`config.mk`:
```
export PLATFORM = sky130hd
export DESIGN_NAME = pmf_alu_unit
export DESIGN_NICKNAME = d
export VERILOG_FILES = /design/src/rtl/pmf_pkg.sv /design/src/rtl/pmf_fifo.sv /design/src/rtl/pmf_alu_unit.sv
export SDC_FILE = /design/constraint.sdc
export NUM_CORES = 1
export LEC_CHECK = 0
export CAP_MARGIN = 20
export CORE_ASPECT_RATIO = 0.9
export CORE_MARGIN = 4
export CORE_UTILIZATION = 40
export DETAILED_ROUTE_END_ITERATION = 12
export PLACE_DENSITY = 0.64
export SETUP_SLACK_MARGIN = 0.02
export SLEW_MARGIN = 20
export SYNTH_ARGS = -nofsm -noshare
export SYNTH_HDL_FRONTEND = slang
export SYNTH_SLANG_ARGS = --single-unit
```
`constraint.sdc`:
```
create_clock -name clk -period 4.8 [get_ports clk]
set_input_delay 0.72 -clock clk [delete_from_list [all_inputs] [get_ports clk]]
set_output_delay 0.72 -clock clk [all_outputs]
set_load 0.03 [all_outputs]
```
`src/rtl/pmf_pkg.sv`:
```
// Shared encodings for the pmf ALU unit: operation codes and FSM states.
package pmf_pkg;

  localparam int unsigned OP_W    = 2;
  localparam int unsigned STATE_W = 2;

  localparam logic [OP_W-1:0] ALU_ADD = 2'd0;
  localparam logic [OP_W-1:0] ALU_SUB = 2'd1;
  localparam logic [OP_W-1:0] ALU_AND = 2'd2;
  localparam logic [OP_W-1:0] ALU_OR  = 2'd3;

  localparam logic [STATE_W-1:0] ST_IDLE = 2'd0;
  localparam logic [STATE_W-1:0] ST_INV  = 2'd1;
  localparam logic [STATE_W-1:0] ST_REQ  = 2'd2;

endpackage

```
`src/rtl/pmf_fifo.sv`:
```
// Pending-op queue: power-of-two FIFO with a registered occupancy count.
// Reads are taken straight from the head entry, so a push into an empty queue is only visible on the next edge.
module pmf_fifo #(
  parameter int unsigned DW    = 8,
  parameter int unsigned DEPTH = 2
) (
  input  logic                     clk,
  input  logic                     nRST,
  input  logic                     push,
  input  logic [DW-1:0]            din,
  input  logic                     pop,
  output logic [DW-1:0]            dout,
  output logic                     full,
  output logic                     empty,
  output logic [$clog2(DEPTH):0]   count
);

  localparam int unsigned PTR_W = $clog2(DEPTH);
  localparam int unsigned CNT_W = PTR_W + 1;

  logic [DW-1:0]    mem [DEPTH];
  logic [PTR_W-1:0] wr_ptr;
  logic [PTR_W-1:0] rd_ptr;
  logic             do_push;
  logic             do_pop;

  assign full    = (count == CNT_W'(DEPTH));
  assign empty   = (count == '0);
  assign do_push = push && !full;
  assign do_pop  = pop && !empty;
  assign dout    = mem[rd_ptr];

  // Storage needs no reset; only entries below count are ever read.
  always_ff @(posedge clk) begin
    if (do_push) mem[wr_ptr] <= din;
  end

  // Pointers wrap naturally because DEPTH is a power of two.
  always_ff @(posedge clk or negedge nRST) begin
    if (!nRST) begin
      wr_ptr <= '0;
      rd_ptr <= '0;
      count  <= '0;
    end else begin
      if (do_push) wr_ptr <= PTR_W'(wr_ptr + 1'b1);
      if (do_pop)  rd_ptr <= PTR_W'(rd_ptr + 1'b1);
      case ({do_push, do_pop})
        2'b10:   count <= CNT_W'(count + 1'b1);
        2'b01:   count <= CNT_W'(count - 1'b1);
        default: count <= count;
      endcase
    end
  end

endmodule

```
`src/rtl/pmf_alu_unit.sv`:
```
// Reservation-station fed ALU: queues issued ops, evaluates one at a time and
// holds each result on the common data bus until the arbiter grants it.
module pmf_alu_unit
  import pmf_pkg::*;
#(
  parameter int unsigned WIDTH   = 32,
  parameter int unsigned LABEL_W = 4,
  parameter int unsigned DEPTH   = 2
) (
  input  logic                   clk,
  input  logic                   nRST,
  input  logic                   in_valid,
  output logic                   in_ready,
  input  logic [OP_W-1:0]        in_op,
  input  logic [WIDTH-1:0]       in_a,
  input  logic [WIDTH-1:0]       in_b,
  input  logic [LABEL_W-1:0]     in_label,
  output logic                   cdb_req,
  input  logic                   cdb_grant,
  output logic [WIDTH-1:0]       cdb_result,
  output logic [LABEL_W-1:0]     cdb_label,
  output logic                   busy,
  output logic [$clog2(DEPTH):0] count
);

  localparam int unsigned DW = OP_W + 2 * WIDTH + LABEL_W;

  typedef struct packed {
    logic [OP_W-1:0]    op;
    logic [WIDTH-1:0]   a;
    logic [WIDTH-1:0]   b;
    logic [LABEL_W-1:0] label;
  } entry_t;

  entry_t               push_entry;
  entry_t               head;
  logic                 push;
  logic                 pop;
  logic                 full;
  logic                 empty;
  logic [STATE_W-1:0]   state_q;
  logic [STATE_W-1:0]   state_d;
  logic [OP_W-1:0]      op_q;
  logic [WIDTH-1:0]     a_q;
  logic [WIDTH-1:0]     b_q;
  logic [LABEL_W-1:0]   label_q;

  assign push_entry = '{op: in_op, a: in_a, b: in_b, label: in_label};
  assign in_ready   = !full;
  assign push       = in_valid && in_ready;

  pmf_fifo #(
    .DW    (DW),
    .DEPTH (DEPTH)
  ) u_fifo (
    .clk   (clk),
    .nRST  (nRST),
    .push  (push),
    .din   (push_entry),
    .pop   (pop),
    .dout  (head),
    .full  (full),
    .empty (empty),
    .count (count)
  );

  // Next-state and pop decision; a grant with work pending reloads immediately.
  always_comb begin
    state_d = state_q;
    pop     = 1'b0;
    case (state_q)
      ST_IDLE: begin
        if (!empty) begin
          pop     = 1'b1;
          state_d = (head.op == ALU_SUB) ? ST_INV : ST_REQ;
        end
      end
      ST_INV: state_d = ST_REQ;
      ST_REQ: begin
        if (cdb_grant) begin
          if (!empty) begin
            pop     = 1'b1;
            state_d = (head.op == ALU_SUB) ? ST_INV : ST_REQ;
          end else begin
            state_d = ST_IDLE;
          end
        end
      end
      default: state_d = ST_IDLE;
    endcase
  end

  always_ff @(posedge clk or negedge nRST) begin
    if (!nRST) state_q <= ST_IDLE;
    else       state_q <= state_d;
  end

  // Operand latches; INV replaces b with its two's complement so SUB reuses the adder.
  always_ff @(posedge clk or negedge nRST) begin
    if (!nRST) begin
      op_q    <= '0;
      a_q     <= '0;
      b_q     <= '0;
      label_q <= '0;
    end else if (pop) begin
      op_q    <= head.op;
      a_q     <= head.a;
      b_q     <= head.b;
      label_q <= head.label;
    end else if (state_q == ST_INV) begin
      b_q <= WIDTH'(~b_q + 1'b1);
    end
  end

  always_comb begin
    cdb_result = '0;
    case (op_q)
      ALU_ADD, ALU_SUB: cdb_result = WIDTH'(a_q + b_q);
      ALU_AND:          cdb_result = a_q & b_q;
      ALU_OR:           cdb_result = a_q | b_q;
      default:          cdb_result = '0;
    endcase
  end

  assign cdb_label = label_q;
  assign cdb_req   = (state_q == ST_REQ);
  assign busy      = !empty || (state_q != ST_IDLE);

endmodule
```
==> results.sh <==
export IMPL_outcome="completed"
export IMPL_nets=1266
export IMPL_setup_tns_ns=0
export IMPL_slew_headroom=0.290
export IMPL_grtUsageMet2=0.251
export IMPL_fillCellCount=2559
export IMPL_endpoint_kind="primary output"
export IMPL_clk_latency_ns=0.52
export IMPL_drt_iter0_drc=442
export IMPL_cts_buffer_depth=3
export IMPL_cts_root_buf="clkbuf_16"
export IMPL_portBuffers=114
export IMPL_syn_avg_cell_area_um2=11.0
export IMPL_initial_core_util=0.404
export IMPL_ios=115
export IMPL_dieArea_mm2=0.0309
export IMPL_fin_cells=1504
export IMPL_die_w_um=185
export IMPL_utilization=0.487
export IMPL_fp_dieH_um=167
export IMPL_tightest_slew_ns=1.06
export IMPL_cp_start_kind="flop"
export IMPL_timing_hold_ws_ns=0.217
export IMPL_max_freq_mhz=222
export IMPL_synth_top_cell_area_share=0.373
export IMPL_multi_input_area_mm2=0.00471
export IMPL_r2r_start="b_q[1]"
export IMPL_antenna_found_initial=0
export IMPL_setup_viol=0
export IMPL_wl_per_cell_um=16.3
export IMPL_synthAdderAreaFrac=0.0751
export IMPL_grt_max_degree=71
export IMPL_path_max_fanout=5
export IMPL_hp_class="primary input to async pin"
export IMPL_path_class="flop to primary output"
export IMPL_yosysSeqAreaShare=0.542
export IMPL_ys_types=60
export IMPL_r2r_cells=9
export IMPL_synth_edf_count=140
export IMPL_cap_violations=0
export IMPL_async_reset_ff_frac=0.352
export IMPL_placed_cells=1458
export IMPL_cp_startpoint="b_q[1]"
export IMPL_grt_use_total=0.158
export IMPL_synthesis_area_mm2=0.0113
export IMPL_grt_pass1_wl_mm=39.8
export IMPL_worstPathArrival_ns=3.79
export IMPL_drcViolationCount=0
export IMPL_ys_warnings_count=0
export IMPL_r2r_slack_ns=2.25
export IMPL_layout_min_cycle_time_ns=4.51
export IMPL_htree_levels=1
export IMPL_cts_tree="built"
export IMPL_overflow=0
export IMPL_required_ns=4.08
export IMPL_syn_nets=1164
export IMPL_hold_viol=0
export IMPL_synth_cells=1023
export IMPL_synth_compound_area_share=0.144
export IMPL_cts_sinks=216
export IMPL_synthXorXnorAreaFrac=0.0404
export IMPL_yosysTopAreaCell="edfxtp_1"
export IMPL_vias_per_cell=5.13
export IMPL_drive_above_1_share=0.0595
export IMPL_synthFlopType="edfxtp_1"
export IMPL_synthMuxAreaShare=0.0633
export IMPL_gp_congestion=0.873
export IMPL_busiest_layer="met2"
export IMPL_synthSimpleGateAreaFrac=0.0934
export IMPL_fin_skew_ns=0.0112
export IMPL_ant_nets=0
export IMPL_wl_mm=24.6
export IMPL_core_area_mm2=0.0279
export IMPL_numCtsBuffers=24
export IMPL_hpwl_mm=17.0
export IMPL_clk_pin_slew_worst_paths_ns=0.06
export IMPL_finalCritPeriodShare=0.940
export IMPL_synth_top_family_by_area="compound AO/OA/AOI/OAI gates"
export IMPL_synth_ff_latch_count=216
export IMPL_seqCellArea_mm2=0.00612
export IMPL_vias=7712
export IMPL_use_met1=0.227
export IMPL_areaGrowthSynthToFinish_pct=20.5
export IMPL_first_global_vias=7541
export IMPL_rsz0062_at_grt="no"
export IMPL_slew_violations=0
export IMPL_std_cell_rows=58
export IMPL_grt_use_met3=0.0330
export IMPL_synthTopCellsByArea="edfxtp_1 (37%), dfrtp_1 (17%), ha_1 (7.3%)"
export IMPL_first_pass_iters=4
[routing by layer]
metal	part of all wire	up-vias
met1	0.48	3679
met3	0.051	28
li1	-	3865
met5	0	-
met2	0.45	140
met4	0.017	0
[sequential cells by signal, indices dropped and copies added (netlist names)]
| register | cells |
|---|---|
| a_q | 32 |
| b_q | 32 |
| cdb_label | 4 |
| op_q | 2 |
| state_q | 2 |
| u_fifo.count | 2 |
| u_fifo.mem | 140 |
| u_fifo.rd_ptr | 1 |
| u_fifo.wr_ptr | 1 |
[cell usage in the layout (no fill, tap or decap), types with 9 or more instances in the layout]
cell type,netlist,layout
edfxtp_1,140,140
clkdlybuf4s50_1,0,106
nand2_1,97,97
o21ai_0,81,81
inv_1,79,78
dfrtp_1,76,73
mux2i_1,69,69
ha_1,66,66
a21oi_1,64,64
nor2_1,60,59
xnor2_1,42,42
o211ai_1,35,35
clkbuf_16,0,24
nand3_1,17,17
nand2b_1,12,12
a21o_1,12,12
nor3_1,10,10
xor2_1,10,10
a31oi_1,9,9
buf_4,0,9
[kinds of logic after synthesis]
family,Yosys count
compound gates,257
simple gates,234
flops,216
buf+inv,126
mux,71
fa+ha+maj,67
xor+xnor,52
[worst max-delay path, stage by stage (launching register included)]
cell and delay [ns]:
dfrtp_1 0.44, inv_1 0.10, ha_1 0.30, a211oi_1 0.25, o31a_1 0.26, a21oi_2 0.13, a21oi_2 0.34, o21ai_1 0.22
nor4bb_1 0.32, a211o_1 0.21, clkdlybuf4s50_1 0.70
[cell type report]
| cell class | count | area share |
|---|---|---|
| diodes | 1 | 0.000184 |
| clock buffers | 34 | 0.0507 |
| clock inverters | 10 | 0.00654 |
| inverters | 79 | 0.0218 |
| multi-input cells | 681 | 0.347 |
| flip-flops and latches | 216 | 0.450 |
| well taps | 360 | 0.0332 |
| repair buffers | 123 | 0.0902 |
[stage by stage]
step                      worst slack [ns]  cell area [um2]
after floorplan                      0.254            11300
after global placement               0.539            12800
after detailed placement             0.441            12800
after CTS                           0.0183            13500
after global routing                0.0657            13600
final                                0.290            13600
[path summary, 6_finish.rpt]
path	endpoint
max	cdb_result[31]
min	a_q[22]
max reg2reg	b_q[28]
min reg2reg	cdb_label[1]
max in group asynchronous	a_q[7]
min in group clk	cdb_label[1]
[cells in the mapped netlist (6+ instances only)]
master	n
nor2_1	60
clkbuf_1	36
o211ai_1	35
buf_1	9
nand3_1	17
xor2_1	10
o21ai_0	81
ha_1	66
a21oi_1	64
mux2i_1	69
edfxtp_1	140
o31ai_1	8
nor2b_1	7
nor3_1	10
and3_1	7
a21o_1	12
inv_1	79
nand2b_1	12
a211oi_1	6
a31oi_1	9
nand2_1	97
xnor2_1	42
dfrtp_1	76
[what timing repair did]
| item | CTS | global route |
|---|---|---|
| setup buffers | 0 | 1 |
| cloned | 0 | 0 |
| pin swaps | 1 | 1 |
| gates resized for setup | 4 | 6 |
| hold buffers | 0 | 0 |
| endpoints found under the setup margin | 5 | 8 |
Power is not shown: default switching activity piles up to over one toggle a cycle in this logic, so the estimate is an artifact.
